**src/rtl/data_ram.sv**
```systemverilog
// Word-addressed data memory on the CPU data bus: synchronous write, combinational read.
// Latency: read 0 cycles (address to data_output), write lands on the next rising clk edge.
// Backpressure: none, always ready; out-of-range or unknown addresses read 0 and never write.
module data_ram #(
    parameter int DATA_WIDTH = 32,
    parameter int ADDR_WIDTH = 32,
    parameter int DEPTH      = 64
) (
    input  logic                  clk,
    input  logic                  rst,
    input  logic                  write_enable,
    input  logic [ADDR_WIDTH-1:0] address,
    input  logic [DATA_WIDTH-1:0] data_input,
    output logic [DATA_WIDTH-1:0] data_output
);

    localparam int IDX_W = (DEPTH > 1) ? $clog2(DEPTH) : 1;
    localparam logic [ADDR_WIDTH-1:0] DEPTH_A = ADDR_WIDTH'(DEPTH);

    logic [DATA_WIDTH-1:0] mem [DEPTH];
    logic                  addr_ok;
    logic [IDX_W-1:0]      idx;

    // Full-width compare so upper address bits can never alias onto a real word.
    assign addr_ok = (address < DEPTH_A);
    assign idx     = address[IDX_W-1:0];

    always_ff @(posedge clk or posedge rst) begin
        if (rst) begin
            for (int i = 0; i < DEPTH; i++) begin
                mem[i] <= '0;
            end
        end else if (write_enable && addr_ok) begin
            mem[idx] <= data_input;
        end
    end

    // An unknown address makes the if-condition false, so the bus reads 0.
    always_comb begin
        data_output = '0;
        if (!rst && addr_ok) begin
            data_output = mem[idx];
        end
    end

endmodule

```
**config.mk**
```make
export PLATFORM = sky130hd
export DESIGN_NAME = data_ram
export DESIGN_NICKNAME = d
export VERILOG_FILES = /design/src/rtl/data_ram.sv
export SDC_FILE = /design/constraint.sdc
export NUM_CORES = 2
export LEC_CHECK = 0
export CAP_MARGIN = 0
export CELL_PAD_IN_SITES_DETAIL_PLACEMENT = 0
export CELL_PAD_IN_SITES_GLOBAL_PLACEMENT = 2
export CORE_MARGIN = 5
export CORE_UTILIZATION = 50
export DETAILED_ROUTE_END_ITERATION = 16
export PLACE_DENSITY = 0.95
export SLEW_MARGIN = 20
export SYNTH_ARGS = -nofsm -noshare
export SYNTH_HDL_FRONTEND = slang
export SYNTH_SLANG_ARGS = --single-unit
```
**constraint.sdc**
```tcl
create_clock -name clk -period 118.8 [get_ports clk]
set_clock_uncertainty 0.15 [all_clocks]
set_input_delay 23.76 -clock clk [delete_from_list [all_inputs] [get_ports clk]]
set_output_delay 23.76 -clock clk [all_outputs]
set_load 0.05 [all_outputs]
```
; ---- Yosys cells after proc, flatten, opt, wreduce, memory -nomap -nowiden
; Index checks and enable logic that the tools add are counted.
[word_totals]
ff_bits = 2048
inputBits = 67
out_inout_bits = 32
wordCells = 79
[op_classes]
order_cmp = 3
mux = 7
n_bitwise = 1
n_reduce_logical = 4
[ops]
columns = cell, n
row1 = $bwmux 2048, 1
row2 = $bmux 32 s6, 1
row3 = $demux 32 s6, 1
row4 = $mux 32, 4
row5 = $lt 32x7->1 const B, 1
row6 = $ge 7x7->1 const B, 1
row7 = $lt 7x1->1 const B, 1
row8 = $not 6->7, 1
row9 = $logic_and 1x1->1, 3
row10 = $logic_not 1->1, 1

; ---- Logic depth before layout (Yosys ltp)
[depth]
word_depth = 6
depth_mapped = 12
mapped_depth_nobuf = 6

; ---- Worst setup path after synthesis
; OpenSTA, ideal clock, no wires.
[synth_path]
path_type = input to output
from = input address[1]
to = output data_output[25]
t_arrival_ns = 27.455
required_ns = 94.890
slack_ns = 67.435
cell_stages = 9
path_buffers = 6
cell_sequence = buf_6 -> buf_12 -> buf_12 -> buf_6 -> buf_4 -> buf_4 -> a221oi_1 -> o22ai_1 -> a2111oi_0
[synth_between]
elab_chain_cells = 5
elab_cells_between_ends = 7
classes_between = order compare: 1 / mux: 4 / bitwise: 1 / reduce/logical: 1
[synth_rtl]
columns = element, line
row1 = start: declaration, 12  ; input logic [ADDR_WIDTH-1:0] address,
row2 = "parallel branches: the longest is 4 deep, another holds $lt 32x7->1", n/a
row3 = $mux 32 *, 41  ; if (!rst && addr_ok) begin
row4 = end: declaration, 14  ; output logic [DATA_WIDTH-1:0] data_output
; Mark *: on every way between the ends. The select of a mux whose other input is x is not followed.

; ---- Worst setup path after layout
[layout_path]
from = input address[0]
to = output data_output[29]
; Same word-level chain as after synthesis.

==> qor.yml <==
max_clock_freq_mhz: 18.6
worstPathArrival_ns: 29.86
num_vias: 61700
synth.top_cell.area_share: 0.545
cts_setup_buffers: 0
routed_wl_um: 317000
pre_cts_ws_ns: 65.21
yosys.area.top_type: "dfrtp_1"
finalNetCount: 6475
final_hold_viol_count: 0
slew_headroom: 0.194
clkLatencyLatePin_ns: 0.84
syn2layout_area_growth_pct: 9.81
cts_max_level: 4
ys_types: 73
rr_endpoint: "mem[922]"
cts_tree: "built"
clock-root-buffer: "clkbuf_16"
leakagePower_nw: 50.1
tns_ns: 0
required_ns: 94.89
synthTopCellsByCount: "2067 x mux2_2, 2048 x dfrtp_1, 330 x o22ai_1"
ios: 99
synth-async-reset-ratio: 1.00
synth-simple-area-share: 0.0215
drive_gt1_frac: 0.440
ant_nets: 0
synth.net_count: 6699
synthesis.instances: 6632
clk_pin_slew_worst_paths_ns: 0.06
syn_area_um2: 94000
synth_top_family_by_area: "multiplexers"
chipWidth_um: 444
hold_depth: 1
synth_edf_count: 0
critPathLaunchType: "primary input"
ir_drop_v: 0.0000130
slew_viol_final: 0
grt_overflow: 0
grt_pass1_wl_um: 459000
synth.area.mux_share: 0.326
routabilityCongestion: 0.836
cp_max_fo: 41
dp_cells: 8691
grt_pass1_vias: 63200
yosys.cell_count.top_type: "mux2_2"
top_regs: "mem: 2048 flops"
synth_compound_area_frac: 0.0670
die_area_um2: 197000
synthAdderAreaFrac: 0
syn_avg_cell_area_um2: 14.2
hold_path.class: "reg -> reg"
reg2regPathDepth: 1
min_to: "mem[1572]"
slowest_stage: "clkdlybuf4s50_1"
portBuffers: 98
crit_top_cell: "buf_4"
ys_seq_elements: 2048
setup-violations-final: 0
drtIter0Drc: 7175
yosysSeqAreaShare: 0.545
crit_path_end_kind: "output pin"
setup_ws_ns: 65.03
regToRegSetupSlack_ns: 117.82
post_cts_resized: 0
crit_buf_inv: 6
crit_chain: "buf_8 -> buf_4 -> buf_4 -> buf_4 -> or2_4 -> buf_4 -> o221ai_1 -> a222oi_1 -> o221ai_1 -> a2111oi_2 -> clkdlybuf4s50_1"
ctsHoldBuffers: 0
critical-path-top-delay-family: "buffers and inverters"
first_pass_iters: 6
maxCapViolations: 0
routed_via_density: 6.79
min_period_ns: 53.77
ys.flop_type: "dfrtp_1"
clock-sinks: 2048
final_cells: 9087
rsz0062_at_grt: "false"
rows: 159
largest_register_ffs: 2048
ys_top_cells_by_area: "dfrtp_1 55%, mux2_2 25%, mux4_2 4.1%"
grt_max_degree: 190
track_usage: 0.318
r2r-start: "mem[922]"
status: "completed"
whs_ns: 0.331
top_register: "mem"
wire_per_inst_um: 34.8
ys_warn_count: 0
cts_buffer_depth: 3
worst-setup-path-type: "in -> out"
floorplan.initialDensity: 0.502
antenna_found_initial: 17
yosys.area_share.xor_xnor: 0
worst_pin_slew_ns: 1.21
p_per_area_nw_per_um2: 14.1
drc: 0
slowest_delay_ns: 0.97
dp_hpwl_um: 181000
numCtsBuffers: 206
nFillCells: 14900
core_um2: 187000
min_from: "mem[1572]"
die_height_um: 444
finalCritPeriodShare: 0.453
## layout by cell type, fill, tap and decap left out, types with 8 or more instances in the layout
cell	n
a211oi_1	22
nor4_1	22
a2111oi_0	8
mux2i_1	132
a22oi_1	37
buf_12	9
clkdlybuf4s50_1	63
inv_6	8
dfrtp_1	2048
clkinv_2	47
o211ai_1	10
o22ai_1	330
o21ai_0	76
diode_2	11
a21oi_1	95
mux2_2	2067
clkbuf_16	209
buf_4	166
mux2_1	189
o22a_1	24
mux4_2	171
nand2_2	9
nand3_1	17
bufinv_16	13
o221ai_1	138
buf_6	9
clkbuf_8	51
nand2_1	115
a2bb2oi_1	34
buf_2	19
a221oi_1	43
clkbuf_1	43
nor2_4	59
nor2_1	132
## layer usage
metal / share of wire / track usage / vias to the layer above / wire length (µm)
met4: 0.069 / 0.180 / 6 / 21700
met1: 0.39 / 0.425 / 32900 / 123000
li1: - / - / 24200 / -
met5: 0.00011 / 0 / - / 34
met2: 0.44 / 0.477 / 3565 / 141000
met3: 0.099 / 0.0781 / 1053 / 31500
## stage by stage
| stage | utilization | power (mW) | instance area, µm² |
|---|---|---|---|
| after floorplan | - | 0.765 | 94000 |
| after global placement | 0.512 | 0.790 | 96000 |
| after detailed placement | 0.512 | 0.791 | 96000 |
| after CTS | 0.550 | 1.46 | 103000 |
| after global routing | 0.551 | 1.49 | 103000 |
| final | 0.551 | 1.46 | 103000 |
## worst max-delay path by stage
| stage | endpoint | start | cells after the start |
|---|---|---|---|
| floorplan | mem[0] | rst | 1 |
| global placement | data_output[29] | address[0] | 11 |
| detailed placement | data_output[29] | address[0] | 11 |
| CTS | data_output[29] | address[0] | 11 |
| global route | data_output[29] | address[0] | 11 |
| finish | data_output[29] | address[0] | 11 |
## report_power, final
part | switching (mW) | internal (mW)
Combinational | 0.0650 | 0.0187
Sequential | 0.00000000270 | 0.697
Clock | 0.289 | 0.385
Total | 0.354 | 1.10
## final cells by class
cell class / count / area [µm²] / area share
Antenna cell: 11 / 27.5 / 0.000267
Tap cell: 2495 / 3120 / 0.0302
Clock inverter: 78 / 937 / 0.00908
Timing Repair Buffer: 272 / 2380 / 0.0231
Inverter: 4 / 38.8 / 0.000376
Multi-Input combinational cell: 3876 / 39400 / 0.381
Clock buffer: 303 / 6090 / 0.0590
Sequential cell: 2048 / 51200 / 0.497
## logic make-up after synthesis
family,after synthesis
compound gates,891
buf+inv,708
flops,2048
mux,2560
simple gates,425
Power figures use the tool's default switching activity.
